$ cat config.mk
export PLATFORM = sky130hd
export DESIGN_NAME = opcode_encoder
export DESIGN_NICKNAME = d
export VERILOG_FILES = /design/src/rtl/opcode_encoder_pkg.sv /design/src/rtl/opcode_encoder_out_stage.sv /design/src/rtl/opcode_encoder.sv
export SDC_FILE = /design/constraint.sdc
export NUM_CORES = 1
export LEC_CHECK = 0
export BUFFER_PORTS_ARGS = -buffer_cell sky130_fd_sc_hd__clkbuf_2
export CAP_MARGIN = 20
export CORE_ASPECT_RATIO = 1.2
export CORE_MARGIN = 2
export CORE_UTILIZATION = 35
export CTS_CLUSTER_DIAMETER = 150
export DETAILED_ROUTE_END_ITERATION = 8
export HOLD_SLACK_MARGIN = 0.15
export PLACE_DENSITY = 0.58
export SLEW_MARGIN = 40
export SYNTH_ARGS = -nofsm -noshare
export SYNTH_HDL_FRONTEND = slang
export SYNTH_SLANG_ARGS = --single-unit
$ cat constraint.sdc
create_clock -name clk -period 2.01 [get_ports clk]
set_clock_uncertainty 0.2 [all_clocks]
set_input_delay 0 -clock clk [delete_from_list [all_inputs] [get_ports clk]]
set_output_delay 0 -clock clk [all_outputs]
set_load 0.02 [all_outputs]
$ cat src/rtl/opcode_encoder_pkg.sv
// Shared types and prefix map for the opcode encoder: opcode class, class prefixes, FSM states.
package opcode_enc_pkg;

    typedef enum logic [1:0] {
        ALU = 2'd0,
        LD  = 2'd1,
        ST  = 2'd2,
        BR  = 2'd3
    } op_class_e;

    localparam logic [4:0] PREFIX_ALU = 5'b11011;
    localparam logic [4:0] PREFIX_LD  = 5'b01011;
    localparam logic [4:0] PREFIX_ST  = 5'b10010;
    localparam logic [4:0] PREFIX_BR  = 5'b00111;

    typedef enum logic [0:0] {
        IDLE  = 1'b0,
        BURST = 1'b1
    } state_e;

    function automatic logic [4:0] class_prefix(input op_class_e cls);
        logic [4:0] prefix;
        case (cls)
            ALU:     prefix = PREFIX_ALU;
            LD:      prefix = PREFIX_LD;
            ST:      prefix = PREFIX_ST;
            default: prefix = PREFIX_BR;
        endcase
        return prefix;
    endfunction

endpackage

$ cat src/rtl/opcode_encoder_out_stage.sv
// Opcode output holding register: loads a new opcode, holds it under backpressure, clears after the final handshake.
// Optional even-parity output is enabled by OPCODE_ENCODER_PARITY_EN.
module opcode_out_stage #(
    parameter int DATA_W = 8
) (
    input  logic              clk,
    input  logic              rst_n,
    input  logic              load,
    input  logic [DATA_W-1:0] load_data,
    input  logic              load_last,
    input  logic              clear,
    output logic              op_valid,
    output logic [DATA_W-1:0] op_data,
`ifdef OPCODE_ENCODER_PARITY_EN
    output logic              op_parity,
`endif
    output logic              op_last
);

    // Load has priority so a new opcode can replace the one just handshaken in the same cycle.
    always_ff @(posedge clk or negedge rst_n) begin
        if (!rst_n) begin
            op_valid <= 1'b0;
            op_data  <= '0;
            op_last  <= 1'b0;
        end else if (load) begin
            op_valid <= 1'b1;
            op_data  <= load_data;
            op_last  <= load_last;
        end else if (clear) begin
            op_valid <= 1'b0;
            op_last  <= 1'b0;
        end
    end

`ifdef OPCODE_ENCODER_PARITY_EN
    always_ff @(posedge clk or negedge rst_n) begin
        if (!rst_n) begin
            op_parity <= 1'b0;
        end else if (load) begin
            op_parity <= ^load_data;
        end
    end
`endif

endmodule

$ cat src/rtl/opcode_encoder.sv
// Command-to-opcode generator: turns {class, field, repeat} commands into bursts of {prefix, field} opcodes.
// Define OPCODE_ENCODER_PARITY_EN to add the op_parity output.
module opcode_encoder
    import opcode_enc_pkg::*;
#(
    parameter int FIELD_W  = 3,
    parameter int PREFIX_W = 5,
    parameter int REP_W    = 4,
    parameter int CNT_W    = 16
) (
    input  logic                         clk,
    input  logic                         rst_n,
    input  logic                         cmd_valid,
    output logic                         cmd_ready,
    input  logic [1:0]                   cmd_class,
    input  logic [FIELD_W-1:0]           cmd_field,
    input  logic [REP_W-1:0]             cmd_repeat,
    output logic                         op_valid,
    input  logic                         op_ready,
    output logic [PREFIX_W+FIELD_W-1:0]  op_data,
    output logic                         op_last,
`ifdef OPCODE_ENCODER_PARITY_EN
    output logic                         op_parity,
`endif
    output logic [CNT_W-1:0]             op_count
);

    localparam int DATA_W = PREFIX_W + FIELD_W;

    state_e            state;
    logic [REP_W-1:0]  remaining;
    logic              accept;
    logic              op_hs;
    logic              load;
    logic              load_last;
    logic              clear;
    logic [DATA_W-1:0] load_data;
    logic [PREFIX_W-1:0] cmd_prefix;

    // Both streams transfer on the cycle where valid && ready; a producer holds its payload until then.
    assign cmd_ready  = (state == IDLE) && (!op_valid || op_ready);
    assign accept     = cmd_valid && cmd_ready;
    assign op_hs      = op_valid && op_ready;
    assign cmd_prefix = PREFIX_W'(class_prefix(op_class_e'(cmd_class)));

    always_comb begin
        load      = 1'b0;
        load_last = 1'b0;
        clear     = 1'b0;
        load_data = '0;
        if (accept) begin
            load      = 1'b1;
            load_data = {cmd_prefix, cmd_field};
            load_last = (cmd_repeat == '0);
        end else if (state == BURST && op_hs) begin
            // Prefix is reused from the held opcode; only the low field steps and wraps.
            load      = 1'b1;
            load_data = {op_data[DATA_W-1:FIELD_W], op_data[FIELD_W-1:0] + FIELD_W'(1)};
            load_last = (remaining == REP_W'(1));
        end else if (op_hs) begin
            clear = 1'b1;
        end
    end

    always_ff @(posedge clk or negedge rst_n) begin
        if (!rst_n) begin
            state     <= IDLE;
            remaining <= '0;
        end else if (accept) begin
            remaining <= cmd_repeat;
            state     <= (cmd_repeat != '0) ? BURST : IDLE;
        end else if (state == BURST && op_hs) begin
            remaining <= remaining - REP_W'(1);
            if (remaining == REP_W'(1)) begin
                state <= IDLE;
            end
        end
    end

    always_ff @(posedge clk or negedge rst_n) begin
        if (!rst_n) begin
            op_count <= '0;
        end else if (op_hs) begin
            op_count <= op_count + CNT_W'(1);
        end
    end

    opcode_out_stage #(
        .DATA_W (DATA_W)
    ) u_out_stage (
        .clk       (clk),
        .rst_n     (rst_n),
        .load      (load),
        .load_data (load_data),
        .load_last (load_last),
        .clear     (clear),
        .op_valid  (op_valid),
        .op_data   (op_data),
`ifdef OPCODE_ENCODER_PARITY_EN
        .op_parity (op_parity),
`endif
        .op_last   (op_last)
    );

endmodule

* Word-level counts from Yosys, hierarchy flattened
Cells that the tools add are included.
Word-level totals: bits in registers 31, input port bits 13, output and inout port bits 27
Cells by class: reduce and logical (&&, ||, !) cells 14, bitwise gates (word level) 1, muxes and demuxes 19, equal/unequal tests 4, add/sub/neg operators 3
Operator list (number):
- 16-bit by 1-bit adder with 16-bit output, second input constant | 1
- 8-bit 2-to-1 mux | 2
- 5-bit case mux with 3 select lines | 1
- 1-bit 2-to-1 mux | 14
- 4-bit 2-to-1 mux | 2
- 2-bit nonzero test | 3
- 4-bit by 1-bit equality test with 1-bit output, second input constant | 1
- 1-bit logical AND | 4
- 4-bit logical NOT | 1
- 2-bit AND reduction | 2
- 4-bit nonzero test | 1
- 4-bit by 1-bit subtractor with 4-bit output, second input constant | 1
- 3-bit by 1-bit adder with 3-bit output, second input constant | 1
- 2-bit by 1-bit equality test with 1-bit output, second input constant | 1
- 2-bit equality test, second input constant | 1
- 2-bit logical NOT | 1
- 2-bit inequality test, second input constant | 1
- 1-bit logical NOT | 1
- 1-bit logical OR | 1
- 1-bit NOT | 1

* Depth between registers and ports, before layout
depth in word-level cells 7, mapped depth 5, mapped depth without buffers 5

* Modules after synthesis
From an unflattened synthesis, not the netlist that was laid out.
Unflattened totals: cells, all modules 134, area, all modules 1526.5 µm²
By module, submodules not included:
- opcode_encoder | area an instance 1123.6 µm², seq. area each 525.5 µm², instances 1, cells an instance 111
- opcode_out_stage | area an instance 402.9 µm², seq. area each 250.2 µm², instances 1, cells an instance 23

* Least setup slack after synthesis
OpenSTA, ideal clock, no wires.
kind register to register, from register op_count[0], to register op_count[12], stages on the path, launching flop included 6, data required time 1681 ps, arrival time 1278 ps, setup slack 403 ps, setup time 129 ps, buffers on the path 0, cells stage by stage dfrtp_1 ha_1 nand3_1 nor3_2 nand3_1 xnor2_1
On the way: cells in the longest elaborated chain, start to end 1
RTL lines:
- start: declaration | RTL line opcode_encoder.sv:25 | output logic [CNT_W-1:0] op_count
- start signal: assignment | RTL line opcode_encoder.sv:84 | op_count <= op_count + CNT_W'(1);
- 16-bit by 1-bit adder with 16-bit output | RTL line opcode_encoder.sv:84
No other way between the ends. A chain may end at the register's enable or synchronous reset.

* Final worst setup path
Ends and elaborated chain as after synthesis.

==> flow_metrics.tcl <==
set metrics [dict create \
    leakagePower_nw 0.927 \
    areaGrowthSynthToFinish_pct 32.0 \
    vdd.ir_drop.worst_mv 0.667 \
    synth_edf_count 0 \
    initial_utilization_pct 36.3 \
    drive_gt1_share_pct 28.4 \
    fin_cells 244 \
    max_slew.worst_pin.slew_ns 0.692 \
    clockBufferDepth 2 \
    path_clk_slew_ns 0.06 \
    synth_cells 134 \
    fillers 382 \
    min_path_type "primary input to asynchronous set/reset pin" \
    antenna_cells 0 \
    setup_viol 0 \
    drv_cap 0 \
    cts_buffers 5 \
    first_pass_iters 3 \
    dominantRegCellSynth "dfrtp_1" \
    grt_pass1_wl_um 5150 \
    slew_headroom_pct 53.8 \
    synth-seq-area-share_pct 54.3 \
    power.total_w 0.00240 \
    crit_path_cell_trace "ha_1 > nand3_1 > nor3_2 > nand3_1 > xnor2_1" \
    pre_cts_slack_ns 0.376 \
    die_y_um 74.0 \
    timing.final.hold_violations 0 \
    ys_warn_count 0 \
    drtIter0Drc 28 \
    seqCellArea_um2 776 \
    cp.arrival_ns 1.58 \
    path_delay_family "simple AND/OR/NAND/NOR gates" \
    grt_max_degree 32 \
    grt_usage_pct 14.1 \
    ioPinCount 40 \
    synth_compound_area_share_pct 7.71 \
    synthArstFlopShare_pct 100 \
    synth_top_family_by_area "simple AND/OR/NAND/NOR gates" \
    avgViaCountPerCell 4.69 \
    cts_setup_buffers 0 \
    path_common_cell "nand3_1" \
    p_per_area_nw_per_um2 1270 \
    cts_root_buf "clkbuf_8" \
    synth-adder-area-share_pct 3.50 \
    synthDistinctLibCells 32 \
    crit_buf_inv 0 \
    fp.coreArea_um2 3940 \
    cts_htree_levels 2 \
    die_area_um2 4610 \
    clk_latency_ns 0.27 \
    yosys.area_share.simple_pct 22.0 \
    numPlacedInstances 225 \
    place.gp.congestion 0.741 \
    wl_per_cell_um 12.4 \
    dieWidth_um 62.3 \
    postSynthNetCount 151 \
    vias 1145 \
    synth_xor_area_share_pct 9.81 \
    synthMuxAreaShare_pct 0.788 \
    nNetsFinal 207 \
    slowest_delay_ns 0.41 \
    grt_pass1_vias 1189 \
    postRouteWirelength_um 3030 \
    rsz0062_at_grt "false" \
    overflow 0 \
    final_common_cell "clkbuf_2" \
    cts_tree "yes" \
    post-route-worst-setup-slack_ns 0.391 \
    syn-cell-area_um2 1430 \
    fmax_ghz 0.618 \
    io_buffers 39 \
    layout_common_cells "38 x clkbuf_2, 31 x dfrtp_1, 19 x nand2_1" \
    status "finished, final reports clean" \
    worst-setup-path-type "flop to flop" \
    slew_viol_final 0 \
    fin_setup_tns_ns 0 \
    critPathLaunchType "flop" \
    postRouteAntennaNets 0 \
    place_hpwl_um 2150 \
    antenna_found_initial 0 \
    multiInputGateArea_um2 626 \
    period_minus_slack_ns 1.62 \
    cp-end-kind "flop" \
    ys_ff_latch 31 \
    crit_required_ns 1.97 \
    crit_fanout 5 \
    syn_area_per_cell_um2 10.7 \
    period_share_pct 80.5 \
    drc 0 \
    fp-row-count 25 \
    cts.sinks 31 \
    crit_slowest_cell "dfrtp_1" \
]
## metal layers
metal / track usage, % / up-vias / share of wire [%]
met1: 15.6 / 543 / 42
met4: 3.70 / 0 / 0.63
met2: 26.8 / 28 / 53
met3: 4.24 / 2 / 4.0
li1: - / 572 / -
met5: 0 / - / 0
## report_power, final
group,leakage [nW],switching [W],internal (W)
logic,0.489,0.000526,0.000349
registers,0.391,0.000220,0.000821
clock network,0.0470,0.000218,0.000268
total,0.927,0.000964,0.00144
## Yosys cell counts (3+ instances only)
library cell	number	share of area (%)
nand3_1	10	3.5
xor2_1	5	3.1
inv_1	4	1.1
o21ai_0	5	1.8
ha_1	4	3.5
nand2_1	19	5.0
nand4_1	3	1.3
nand2b_1	3	1.3
dfrtp_1	31	54
xnor2_1	11	6.7
and3_1	3	1.3
a221o_1	3	2.1
nor2_1	12	3.2
## worst reg2reg max path: cells and delay by family (launching register included)
family / cells / cell delay, ns
xor gates and xnor gates: 1 / 0.14
adders and majority gates: 1 / 0.17
DFF: 1 / 0.41
and+or+nand+nor: 3 / 0.59
## stage by stage
step	hold WS, ns	util, %	cell area (µm²)
floorplan	-0.496	-	1430
global placement	-0.0973	42.6	1680
detailed placement	-0.0858	42.6	1680
CTS	0.152	47.9	1890
global route	0.167	47.9	1890
finish	0.111	47.9	1890
## sequential cells by signal, indices dropped and copies added (netlist names)
register	count
op_count	16
u_out_stage.op_data	8
remaining	4
state	1
u_out_stage.op_last	1
u_out_stage.op_valid	1
## final timing paths
path                                   startpoint                     end  slack, ns  cells past startpoint
setup / recovery                      op_count[0]            op_count[12]       0.39                      5
hold / removal                              rst_n             op_count[5]       0.11                      2
setup reg to reg                      op_count[0]            op_count[12]       0.39                      5
hold reg to reg            u_out_stage.op_data[4]  u_out_stage.op_data[4]       0.27                      1
max in group asynchronous                   rst_n            remaining[3]       1.06                      2
min in group clk           u_out_stage.op_data[4]  u_out_stage.op_data[4]       0.27                      1
## kinds of logic after synthesis
logic type	after synthesis
xor+xnor	16
compound gates	16
simple gates	60
buf+inv	6
mux	1
fa+ha+maj	4
flops	31
## final cells by class
class	instances	share of cell area [%]
clock inverter	1	0.265
multi-input combinational	97	33.2
timing repair buffer	51	16.7
clock buffer	6	4.38
sequential	31	41.1
tap	54	3.58
inverter	4	0.796
## timing repair
item,in CTS,in global routing
hold buffers,12,0
gates resized for setup,0,0
endpoints found under the hold margin,56,0
(Power assumes the default switching activity.)
